===== src/rtl/sipo_pkg.sv =====
// Shared definitions for the SIPO deserializer: FSM state encoding and the
// frame-length helper. Frame length follows the optional parity feature,
// enabled by defining SIPO_DESERIALIZER_PARITY_EN.
package sipo_pkg;

    // FILL: shifter accepting bits; FULL: shifter holds a finished word
    typedef enum logic [0:0] {
        ST_FILL = 1'b0,
        ST_FULL = 1'b1
    } sipo_state_e;

    // Serial bits per frame: data bits, plus one trailing parity bit if enabled
    function automatic int unsigned sipo_flen(input int unsigned width);
`ifdef SIPO_DESERIALIZER_PARITY_EN
        return width + 1;
`else
        return width;
`endif
    endfunction

endpackage


===== src/rtl/sipo_shifter.sv =====
// Serial shifter and bit counter for one frame.
// Ports:
//   clk, clr        clock, synchronous active-high reset
//   i_bit           serial data bit
//   i_accept        bit is accepted this cycle
//   o_word_c        shifter contents including a data bit accepted this cycle
//   o_frame_done_c  last bit of the frame is accepted this cycle
//   o_par_c         XOR of every bit of the frame so far, including this cycle's
// Macro SIPO_DESERIALIZER_PARITY_EN: frame carries a trailing parity bit that is
// counted and folded into o_par_c but never shifted into the word.
module sipo_shifter
    import sipo_pkg::*;
#(
    parameter int unsigned WIDTH     = 8,
    parameter bit          MSB_FIRST = 1'b1
) (
    input  logic             clk,
    input  logic             clr,
    input  logic             i_bit,
    input  logic             i_accept,
    output logic [WIDTH-1:0] o_word_c,
    output logic             o_frame_done_c,
    output logic             o_par_c
);

    localparam int unsigned FLEN  = sipo_flen(WIDTH);
    localparam int unsigned CNT_W = $clog2(FLEN);

    logic [CNT_W-1:0] r_cnt;
    logic [WIDTH-1:0] r_shift;
    logic [WIDTH-1:0] w_shift_next;
    logic             w_last;
    logic             w_data_bit;

    assign w_last     = (r_cnt == CNT_W'(FLEN - 1));
    // Only the first WIDTH bits of a frame are data; a parity bit is not shifted
    assign w_data_bit = ({1'b0, r_cnt} < (CNT_W + 1)'(WIDTH));

    // Shift direction decides which end of q receives the first bit
    generate
        if (MSB_FIRST) begin : g_msb_first
            assign w_shift_next = {r_shift[WIDTH-2:0], i_bit};
        end else begin : g_lsb_first
            assign w_shift_next = {i_bit, r_shift[WIDTH-1:1]};
        end
    endgenerate

    // Bypass lets the top load a word on the same edge as its last data bit
    assign o_word_c       = (i_accept && w_data_bit) ? w_shift_next : r_shift;
    assign o_frame_done_c = i_accept && w_last;

`ifdef SIPO_DESERIALIZER_PARITY_EN
    logic r_par;

    assign o_par_c = r_par ^ (i_accept & i_bit);

    // Running XOR of the frame, cleared at frame boundary
    always_ff @(posedge clk) begin
        if (clr) begin
            r_par <= 1'b0;
        end else if (i_accept) begin
            r_par <= w_last ? 1'b0 : (r_par ^ i_bit);
        end
    end
`else
    assign o_par_c = 1'b0;
`endif

    // Shifter and bit counter; the finished word stays in r_shift until reloaded
    always_ff @(posedge clk) begin
        if (clr) begin
            r_shift <= '0;
            r_cnt   <= '0;
        end else if (i_accept) begin
            if (w_data_bit) begin
                r_shift <= w_shift_next;
            end
            r_cnt <= w_last ? '0 : (r_cnt + CNT_W'(1));
        end
    end

endmodule


===== src/rtl/sipo_deserializer.sv =====
// Serial-in, parallel-out deserializer with a one-word output buffer.
// Ports:
//   clk, clr     clock, synchronous active-high reset
//   sin          serial data bit, qualified by sin_valid / sin_ready
//   q            assembled word, qualified by q_valid / q_ready
//   parity_err   parity flag registered with q (0 unless parity is enabled)
//   word_cnt     words accepted downstream, wraps modulo 2^CNT_W
// Macro SIPO_DESERIALIZER_PARITY_EN: each frame carries a trailing even-parity
// bit; parity_err reports the XOR of data and parity bits.
module sipo_deserializer
    import sipo_pkg::*;
#(
    parameter int unsigned WIDTH     = 8,
    parameter bit          MSB_FIRST = 1'b1,
    parameter int unsigned CNT_W     = 16
) (
    input  logic             clk,
    input  logic             clr,
    input  logic             sin,
    input  logic             sin_valid,
    output logic             sin_ready,
    output logic [WIDTH-1:0] q,
    output logic             q_valid,
    input  logic             q_ready,
    output logic             parity_err,
    output logic [CNT_W-1:0] word_cnt
);

    sipo_state_e      r_state;
    sipo_state_e      w_state_next;
    logic             r_sin_ready;
    logic [WIDTH-1:0] r_q;
    logic             r_q_valid;
    logic             r_parity_err;
    logic             r_pend_err;
    logic [CNT_W-1:0] r_word_cnt;

    logic             w_accept;
    logic             w_out_free;
    logic             w_load;
    logic             w_load_err;
    logic [WIDTH-1:0] w_word_c;
    logic             w_frame_done_c;
    logic             w_par_c;

    assign w_accept   = sin_valid && r_sin_ready;
    assign w_out_free = !r_q_valid || q_ready;

    sipo_shifter #(
        .WIDTH     (WIDTH),
        .MSB_FIRST (MSB_FIRST)
    ) u_shifter (
        .clk            (clk),
        .clr            (clr),
        .i_bit          (sin),
        .i_accept       (w_accept),
        .o_word_c       (w_word_c),
        .o_frame_done_c (w_frame_done_c),
        .o_par_c        (w_par_c)
    );

    // State register; sin_ready is registered as a decode of the next state
    always_ff @(posedge clk) begin
        if (clr) begin
            r_state     <= ST_FILL;
            r_sin_ready <= 1'b1;
        end else begin
            r_state     <= w_state_next;
            r_sin_ready <= (w_state_next == ST_FILL);
        end
    end

    // Next state: park in FULL only when a word finishes behind a stalled q
    always_comb begin
        w_state_next = r_state;
        case (r_state)
            ST_FILL: if (w_frame_done_c && !w_out_free) w_state_next = ST_FULL;
            ST_FULL: if (w_out_free)                    w_state_next = ST_FILL;
            default: w_state_next = ST_FILL;
        endcase
    end

    // Output decode: when to load q, and which parity result goes with it
    always_comb begin
        w_load     = 1'b0;
        w_load_err = w_par_c;
        case (r_state)
            ST_FILL: w_load = w_frame_done_c && w_out_free;
            ST_FULL: begin
                w_load     = w_out_free;
                w_load_err = r_pend_err;
            end
            default: w_load = 1'b0;
        endcase
    end

    // Parity of a word parked in the shifter while q is stalled
    always_ff @(posedge clk) begin
        if (clr) begin
            r_pend_err <= 1'b0;
        end else if (w_frame_done_c) begin
            r_pend_err <= w_par_c;
        end
    end

    // Output buffer and delivered-word counter
    always_ff @(posedge clk) begin
        if (clr) begin
            r_q          <= '0;
            r_q_valid    <= 1'b0;
            r_parity_err <= 1'b0;
            r_word_cnt   <= '0;
        end else begin
            if (r_q_valid && q_ready) begin
                r_word_cnt <= r_word_cnt + CNT_W'(1);
            end
            if (w_load) begin
                r_q          <= w_word_c;
                r_q_valid    <= 1'b1;
                r_parity_err <= w_load_err;
            end else if (q_ready) begin
                r_q_valid <= 1'b0;
            end
        end
    end

    assign sin_ready  = r_sin_ready;
    assign q          = r_q;
    assign q_valid    = r_q_valid;
    assign parity_err = r_parity_err;
    assign word_cnt   = r_word_cnt;

endmodule

===== config.mk =====
export PLATFORM = sky130hd
export DESIGN_NAME = sipo_deserializer
export DESIGN_NICKNAME = d
export VERILOG_FILES = /design/src/rtl/sipo_pkg.sv /design/src/rtl/sipo_shifter.sv /design/src/rtl/sipo_deserializer.sv
export SDC_FILE = /design/constraint.sdc
export NUM_CORES = 1
export LEC_CHECK = 0
export ABC_AREA = 0
export BUFFER_PORTS_ARGS = -buffer_cell sky130_fd_sc_hd__buf_2
export CAP_MARGIN = 10
export CORE_MARGIN = 2
export CORE_UTILIZATION = 56
export DETAILED_ROUTE_END_ITERATION = 10
export PLACE_DENSITY = 0.92
export SLEW_MARGIN = 10
export SYNTH_ARGS = -nofsm -noshare
export SYNTH_HDL_FRONTEND = slang
export SYNTH_SLANG_ARGS = --single-unit

===== constraint.sdc =====
create_clock -name clk -period 2.36 [get_ports clk]
set_input_delay 0.354 -clock clk [delete_from_list [all_inputs] [get_ports clk]]
set_output_delay 0.354 -clock clk [all_outputs]
set_load 0.03 [all_outputs]

Word-level counts from Yosys, hierarchy flattened. Index checks and enable logic that the tools add are counted.

$add $sub $neg: 2. Equality and inequality tests: 1. Bitwise operators: 2. Mux-type cells: 8. Reduce and logical (&&, ||, !) cells: 9.

Operators with widths (count): 16-bit by 1-bit adder with 16-bit output, second input constant (1); 8-bit 2-to-1 mux (1); 1-bit logical AND (5); 1-bit 2-to-1 mux (4); 1-bit case mux with 2 select lines (2); 3-bit by 1-bit adder with 3-bit output, second input constant (1); 3-bit equality test, second input constant (1); 3-bit 2-to-1 mux (1); 1-bit logical NOT (2); 1-bit inverter (2); 2-bit nonzero test (1); 1-bit logical OR (1).

Logic and storage cells: 29. Output and inout bits: 27. Register bits after elaboration: 38. Input bits: 5.

Logic depth before layout (Yosys ltp). Gate-level depths: netlist of run 1.

Depth in word-level cells: 7. Mapped depth: 8. Mapped depth without buffers: 6.

Cells and area by module. From an unflattened synthesis of run 1, not the netlist that was laid out.

Cells, all modules: 179. Area, all modules: 1656.6 µm².

By module, submodules not included: sipo_deserializer (instances 1, seq. area each 580.6 µm², cells each 138, area an instance 1187.4 µm²); sipo_shifter (instances 1, seq. area each 220.2 µm², cells each 41, area an instance 469.2 µm²).

Least setup slack after synthesis of run 1. OpenSTA, ideal clock, no wires.

Path kind: reg2reg. From: reg r_word_cnt[4], in the netlist word_cnt[4]. To: reg r_word_cnt[15], in the netlist word_cnt[15]. Arrival time: 1.737 ns. Stages on the path, launching flop included: 5. Setup slack: 0.503 ns. Path buffers: 0. Clock period less this slack: 1.857 ns. Cell sequence: dfxtp_1 -> nand4_4 -> or3_4 -> nor3_1 -> mux2_2.

Word-level cells in the longest chain between the ends: 1.

Ends and longest elaborated chain: start, declared (line sipo_deserializer.sv:36) `logic [CNT_W-1:0] r_word_cnt;`; start signal, assigned (line sipo_deserializer.sv:115) `r_word_cnt <= r_word_cnt + CNT_W'(1);`; 16-bit by 1-bit adder with 16-bit output (line sipo_deserializer.sv:115).

Every way passes these cells. A chain may end at the register's enable or synchronous reset.

Worst setup path after layout of run 1.
From: reg u_shifter.r_cnt[0]. To: reg r_q[1], in the netlist q[1].

Word-level cells in the longest chain between the ends: 4.

Ends and longest elaborated chain: start, declared (line sipo_shifter.sv:29) `logic [CNT_W-1:0] r_cnt;`; start signal, assigned (line sipo_shifter.sv:78) `r_cnt <= w_last ? '0 : (r_cnt + CNT_W'(1));`; 3-bit equality test (line sipo_shifter.sv:35) `assign w_last = (r_cnt == CNT_W'(FLEN - 1));`; 1-bit logical AND (line sipo_shifter.sv:50) `assign o_frame_done_c = i_accept && w_last;`; 1-bit logical AND (line sipo_deserializer.sv:88) `ST_FILL: w_load = w_frame_done_c && w_out_free;`; 1-bit case mux with 2 select lines (line sipo_deserializer.sv:87) `case (r_state)`; end signal, assigned (line sipo_deserializer.sv:118) `r_q <= w_word_c;`; end, declared (line sipo_deserializer.sv:32) `logic [WIDTH-1:0] r_q;`.

Every way passes these cells.

==> results of run 1 <==
==> state kept, by name (all words and copies together), names as in the netlist <==
register / cells
q: 8
q_valid: 1
r_state: 1
sin_ready: 1
u_shifter.r_cnt: 3
u_shifter.r_shift: 8
word_cnt: 16
==> layout make-up <==
cell class                 count  area share
inverter                       2    0.004326
clock buffer                   8     0.04542
sequential                    38      0.4384
tap                           30     0.02163
multi-input combinational    115      0.4038
timing repair buffer          30     0.08652
==> per-stage QoR <==
| stage | instance area [sq um] | total power [W] | hold slack, ns |
|---|---|---|---|
| floorplan | 1504 | 0.0006900 | 0.4406 |
| CTS | 1735 | 0.001097 | 0.2819 |
| finish | 1735 | 0.001087 | 0.2884 |
| global route | 1735 | 0.001131 | 0.2953 |
| detailed placement | 1657 | 0.0006981 | 0.4717 |
| global placement | 1657 | 0.0006956 | 0.4474 |
==> kinds of logic (layout without fill, tap and decap cells) <==
| group | Yosys count | after routing | share of synthesized area |
|---|---|---|---|
| fa+ha+maj | 3 | 3 | 0.02496 |
| simple gates | 72 | 72 | 0.2363 |
| xor+xnor | 11 | 11 | 0.06406 |
| buf+inv | 10 | 40 | 0.02829 |
| compound gates | 19 | 19 | 0.07738 |
| flops | 38 | 38 | 0.5058 |
| mux | 9 | 9 | 0.06073 |
| other cells | 1 | 1 | 0.002493 |
==> power groups by stage <==
stage	combinational, W	clock (W)	sequential, W
finish	0.0000351	0.000403	0.000649
global route	0.0000399	0.000442	0.000650
CTS	0.0000346	0.000413	0.000649
detailed placement	0.0000345	0	0.000664
global placement	0.0000328	0	0.000663
floorplan	0.0000275	0	0.000663
==> Yosys cell counts (4+ instances only) <==
| master | n | area share |
|---|---|---|
| a21oi_1 | 8 | 0.027 |
| nand3_1 | 6 | 0.020 |
| nor3_1 | 6 | 0.020 |
| a211oi_1 | 8 | 0.040 |
| clkbuf_1 | 5 | 0.012 |
| nor2_1 | 30 | 0.075 |
| dfxtp_1 | 38 | 0.51 |
| mux2i_1 | 8 | 0.053 |
| xnor2_1 | 7 | 0.041 |
| xor2_1 | 4 | 0.023 |
| nand2_1 | 12 | 0.030 |
==> per-layer routing <==
layer  track usage  up-vias
li1              -      614
met1        0.2239      589
met2        0.3452       25
met3       0.08140        0
met4       0.08163        0
met5             0        -
==> layout by cell type (no fill, tap or decap) <==
cell,count
nand4_1,3
nor2b_1,2
a21oi_1,8
o21ai_0,2
a31oi_1,1
mux2i_1,8
dfxtp_1,38
ha_1,3
or3_4,1
or3_2,1
xnor2_1,7
clkbuf_4,5
nor2_1,30
or2_2,1
conb_1,1
inv_1,2
buf_2,30
nand2_1,12
a211oi_1,8
xor2_1,4
nor4_1,3
nor3b_1,1
clkbuf_8,3
mux2_2,1
nand4_4,1
nand2b_1,1
nand3_1,6
and4_1,1
or3_1,3
nor3_1,6
==> worst max path at each step <==
stage	endpoint	slack [ns]	depth (start not counted)
floorplan	word_cnt[15]	0.50	4
global placement	q[6]	0.52	6
detailed placement	q[6]	0.34	6
CTS	q[6]	0.31	6
global route	q[3]	0.03	6
finish	q[1]	0.26	6
==> worst max-delay path, delay by kind of cell (launching register included) <==
kind,cells,cell delay [ns]
AND/OR/NAND/NOR,2,0.87
flip-flops,1,0.38
AO/OA/AOI/OAI,2,0.37
adder cells (fa/ha/maj),2,0.37
==> flow_metrics.py, run 1 <==
metrics = {
    "sta": {
        "setup_ws_ns": 0.2638,
        "skew_ns": 0.003253,
        "worstMarginPinSlew_ns": 0.9791,
        "rsz0062_at_grt": "no",
        "relSlewSlack": 0.3459,
        "drv_slew": 0,
        "hold_viol_final": 0,
        "fin_crit_sh": 0.8882,
        "setup_viol": 0,
        "period_needed_ns": 2.096,
        "tns_ns": 0,
        "max_freq_mhz": 477.1,
    },
    "clock_network": {
        "cts_resized": 0,
        "cts.sinks": 38,
        "hold_buffers": 0,
        "clk_path_buf_depth": 2,
        "cts_setup_buffers": 0,
        "numCtsBuffers": 5,
        "clk_pin_slew_ns": 0.10,
        "insertion_delay_ns": 0.34,
        "cts_tree": "built",
        "ctsRootBufferMaster": "clkbuf_4",
        "cts-htree-levels": 2,
    },
    "die": {
        "start_util": 0.5962,
        "die_area_sq_um": 3116,
        "num_io_pins": 32,
        "die_w_um": 55.82,
        "die_height_um": 55.82,
        "rows": 18,
        "core_sq_um": 2522,
    },
    "drt": {
        "wl_met2_um": 1516,
        "dr.pass1.iters": 4,
        "wl_met1_um": 1245,
        "highest_layer": "met3",
        "antenna_left": 0,
        "met3_length_um": 150,
        "routed_via_density": 5.507,
        "wire_per_inst_um": 13.05,
        "drc": 0,
        "drt_iter0_markers": 31,
        "routed_wl_um": 2911,
        "dr_total_vias": 1228,
    },
    "synthesis": {
        "ys.flop_type": "dfxtp_1",
        "synth_cell_type_count": 31,
        "ys_ff_latch": 38,
        "ys_warn_count": 0,
        "async_reset_ff_frac": 0,
        "syn_nets": 171,
        "ys_seq_area_frac": 0.5058,
        "syn_area_per_cell_sq_um": 9.227,
        "netlist_area_sq_um": 1504,
        "synthCells": 163,
        "synth-edff-count": 0,
    },
    "worst_setup_path": {
        "rrSetupSlack_ns": 0.26,
        "cp-end-kind": "flip-flop",
        "r2r-start": "u_shifter.r_cnt[0]",
        "slowest_stage": "nor2b_1",
        "cp_common_cell": "ha_1",
        "crit_path_cell_trace": "ha_1 > ha_1 > a31oi_1 > nor2b_1 > nor2_1 > a211oi_1",
        "start_kind": "flip-flop",
        "cp.required_ns": 2.61,
        "cp.arrival_ns": 2.35,
        "r2r-end": "q[1]",
        "startpoint": "u_shifter.r_cnt[0]",
        "path_max_fanout": 16,
        "max_stage_delay_ns": 0.77,
        "rr_worst_depth": 6,
        "criticalPathCategory": "flip-flop to flip-flop",
    },
    "cells_and_area": {
        "regArea_sq_um": 760.7,
        "multi_input_area_sq_um": 700.7,
        "finalNetCount": 200,
        "final_core_util": 0.6880,
        "area_growth_pct": 15.39,
        "diodes": 0,
        "n_fill_cell": 191,
        "final_cells": 223,
        "drive_gt1_frac": 0.2228,
    },
    "min_path": {
        "whs_endpoint": "u_shifter.r_shift[0]",
        "hold_start": "sin",
        "hp-class": "input pin to flip-flop",
        "whs_path_depth": 3,
    },
    "placement": {
        "pre_cts_ws_ns": 0.3441,
        "post-dp-hpwl_um": 2155,
        "io_buffer_count": 30,
        "placed_cells": 215,
        "gp_congestion": 0.8046,
    },
    "power_and_ir_drop": {
        "p_switching_w": 0.0002270,
        "p_clk_frac": 0.371,
        "vdd_drop_max_uv": 470.4,
        "internal_power_w": 0.0008603,
        "leakage_nw": 0.7291,
        "p_seq_frac": 0.597,
        "power_density_nw_per_um2": 626.5,
        "switching_share": 0.2088,
        "comb_power_share": 0.032,
    },
    "global_routing": {
        "grt_pass1_wl_um": 4961,
        "grt.overflow.total": 0,
        "grt_start_max_net_pins": 39,
        "antenna_found_initial": 0,
        "grt_pass1_vias": 1186,
        "grt_use_total": 0.2022,
    },
    "run": {
        "cap_viol_max_count": 0,
    },
    "outcome": {
        "run_status": "finished, final reports clean",
    },
}
Note: power is estimated with default switching activity, not from simulation.
==> run 2: changes to the inputs <==
--- a/config.mk
+++ b/config.mk
@@ -5,13 +5,13 @@
 export SDC_FILE = /design/constraint.sdc
 export NUM_CORES = 1
 export LEC_CHECK = 0
-export ABC_AREA = 0
+export ABC_AREA = 1
 export BUFFER_PORTS_ARGS = -buffer_cell sky130_fd_sc_hd__buf_2
 export CAP_MARGIN = 10
 export CORE_MARGIN = 2
-export CORE_UTILIZATION = 56
+export CORE_UTILIZATION = 58
 export DETAILED_ROUTE_END_ITERATION = 10
-export PLACE_DENSITY = 0.92
+export PLACE_DENSITY = 0.93
 export SLEW_MARGIN = 10
 export SYNTH_ARGS = -nofsm -noshare
 export SYNTH_HDL_FRONTEND = slang
==> run 2 against run 1 <==
  * Critical path depth unchanged
  * Die area increased by 7.5%
  * Worst setup slack improved by 0.65 ns
  * Clock skew increased by 0.0045 ns
  * Wire length increased by 13%
  * First-iteration DRC count increased by 39%
  * Power increased by 20%
  * Sequential share of layout area decreased by 4.8 points
  * Fmax increased by 45%
  * Register-to-register slack improved by 0.65 ns
  * Global-route usage increased by 2.6 points
  * Critical path type unchanged
  * Critical endpoint is now word_cnt[8]
==> flow_metrics.py, run 2 <==
metrics = {
    "run": {
        "cap_viol_max_count": 0,
    },
    "synthesis": {
        "netlist_area_sq_um": 1684,
        "yosysMostFrequentCell": "nor2_1",
        "synth_cell_type_count": 29,
        "synthTopCellsByArea": "dfxtp_1 (45%), nor2_1 (12%), nand2_1 (11%)",
        "syn_area_per_cell_sq_um": 7.228,
        "ys_ff_latch": 38,
        "synth_top_area_cell": "dfxtp_1",
        "synth_top_area_frac": 0.4517,
        "ys.flop_type": "dfxtp_1",
        "syn_nets": 241,
        "ys_top_cells_by_count": "nor2_1 (52), nand2_1 (49), dfxtp_1 (38)",
        "synth-edff-count": 0,
        "async_reset_ff_frac": 0,
        "ys_warn_count": 0,
        "synthCells": 233,
        "ys_seq_area_frac": 0.4517,
    },
    "min_path": {
        "whs_path_depth": 3,
        "whs_endpoint": "u_shifter.r_shift[0]",
        "hp-class": "input pin to flip-flop",
        "hold_start": "sin",
    },
    "clock_network": {
        "cts-htree-levels": 2,
        "numCtsBuffers": 5,
        "clk_path_buf_depth": 2,
        "hold_buffers": 0,
        "cts.sinks": 38,
        "clk_pin_slew_ns": 0.12,
        "cts_resized": 0,
        "insertion_delay_ns": 0.35,
        "cts_setup_buffers": 0,
        "ctsRootBufferMaster": "clkbuf_4",
        "cts_tree": "built",
    },
    "die": {
        "die_area_sq_um": 3351,
        "die_height_um": 57.89,
        "start_util": 0.6107,
        "core_sq_um": 2758,
        "die_w_um": 57.89,
        "rows": 19,
        "num_io_pins": 32,
    },
    "power_and_ir_drop": {
        "comb_power_share": 0.049,
        "p_switching_w": 0.0002676,
        "p_seq_frac": 0.507,
        "leakage_nw": 0.8948,
        "p_clk_frac": 0.443,
        "switching_share": 0.2054,
        "power_density_nw_per_um2": 668.3,
        "internal_power_w": 0.001035,
        "vdd_drop_max_uv": 702.9,
        "power_w": 0.001303,
    },
    "worst_setup_path": {
        "rr_worst_depth": 6,
        "cp.arrival_ns": 1.69,
        "path_max_fanout": 5,
        "r2r-end": "word_cnt[8]",
        "criticalPathCategory": "flip-flop to flip-flop",
        "cp.required_ns": 2.60,
        "cp-end-kind": "flip-flop",
        "r2r-start": "word_cnt[1]",
        "rrSetupSlack_ns": 0.91,
        "start_kind": "flip-flop",
    },
    "sta": {
        "skew_ns": 0.007745,
        "period_needed_ns": 1.447,
        "worstMarginPinSlew_ns": 0.6686,
        "fin_crit_sh": 0.6132,
        "drv_slew": 0,
        "setup_viol": 0,
        "tns_ns": 0,
        "rsz0062_at_grt": "no",
        "relSlewSlack": 0.5538,
        "max_freq_mhz": 691.0,
        "hold_viol_final": 0,
        "hold_slack_ns": 0.2687,
    },
    "cells_and_area": {
        "diodes": 0,
        "largest_reg_flops": 16,
        "final_common_cell": "nor2_1",
        "area_growth_pct": 15.75,
        "final_cell_mix": "nor2_1 (52), nand2_1 (49), dfxtp_1 (38), buf_2 (30), inv_1 (21)",
        "design_area_sq_um": 1949,
        "finalNetCount": 272,
        "final_cells": 296,
        "drive_gt1_frac": 0.2113,
    },
    "placement": {
        "placed_cells": 288,
        "gp_congestion": 0.8244,
        "io_buffer_count": 30,
        "post-dp-hpwl_um": 2281,
        "place_area_sq_um": 1838,
    },
    "drt": {
        "dr_total_vias": 1511,
        "wire_per_inst_um": 11.09,
        "dr.pass1.iters": 4,
        "drc": 0,
        "drt_iter0_markers": 43,
        "routed_via_density": 5.105,
        "routed_wl_um": 3283,
        "antenna_left": 0,
    },
    "global_routing": {
        "grt.overflow.total": 0,
        "grt_pass1_wl_um": 5858,
        "grt_pass1_vias": 1387,
        "grt_use_total": 0.2282,
        "antenna_found_initial": 0,
        "grt_start_max_net_pins": 25,
    },
    "outcome": {
        "run_status": "finished, final reports clean",
    },
}
## run 2: cell types whose count changed after synthesis, sizes merged, moves of 7 or more
cell	change
a211oi	-8
inv	+25
nand2	+42
nor2	+26
o21ai	+14
xnor2	-7
## run 2: how the worst max path moves through the flow
stage | startpoint | endpoint | slack, ns | depth (start not counted)
floorplan | word_cnt[1] | word_cnt[6] | 0.93 | 6
global placement | sin_valid | q[3] | 0.89 | 10
detailed placement | clr | word_cnt[4] | 0.85 | 4
CTS | word_cnt[1] | word_cnt[8] | 0.95 | 6
global route | word_cnt[1] | word_cnt[8] | 0.75 | 6
finish | word_cnt[1] | word_cnt[8] | 0.91 | 6
## run 2: power by group through the flow
stage               Combinational, W  Sequential (W)  Clock, W
global placement           0.0000618        0.000675         0
detailed placement         0.0000633        0.000676         0
global route               0.0000750        0.000663  0.000608
CTS                        0.0000645        0.000661  0.000577
finish                     0.0000643        0.000661  0.000577
floorplan                  0.0000497        0.000677         0
## run 2: worst max-delay path, stage by stage, from the launching register on
cell	delay, ns
dfxtp_1	0.41
ha_1	0.22
nand3_1	0.12
nor2_1	0.16
nand3_1	0.13
o21ai_0	0.22
a21oi_1	0.07
## run 2: stage by stage
stage	utilization	setup slack, ns
final	0.7069	0.9128
after global routing	0.7069	0.7491
after CTS	0.7069	0.9502
after detailed placement	0.6665	0.8530
after global placement	0.6665	0.8884
after floorplan	-	0.9296
## run 2: final cells by class
class,instances,area [sq um]
Clock inverter,2,60.06
Tap cell,31,38.79
Inverter,28,110.1
Multi-Input combinational cell,161,778.2
Timing Repair Buffer,30,150.1
Clock buffer,6,51.30
Sequential cell,38,760.7
Fill cell,223,808.3
## run 2: layer usage
metal,up-vias,part of all wire,track usage
met5,-,0,0
met4,0,0.016,0.08306
met3,5,0.065,0.06696
met2,46,0.47,0.3636
met1,675,0.45,0.2956
li1,785,-,-
## run 2: kinds of logic (layout without fill, tap and decap cells)
kind of cell / Yosys count / after routing / share of synthesized area
and+or+nand+nor: 126 / 126 / 0.3336
DFF: 38 / 38 / 0.4517
buffers and inverters: 34 / 66 / 0.08618
AOI/OAI and AO/OA: 27 / 27 / 0.08172
adders and majority gates: 3 / 3 / 0.02229
xor gates and xnor gates: 2 / 2 / 0.01040
muxes: 2 / 2 / 0.01189
other: 1 / 1 / 0.002227
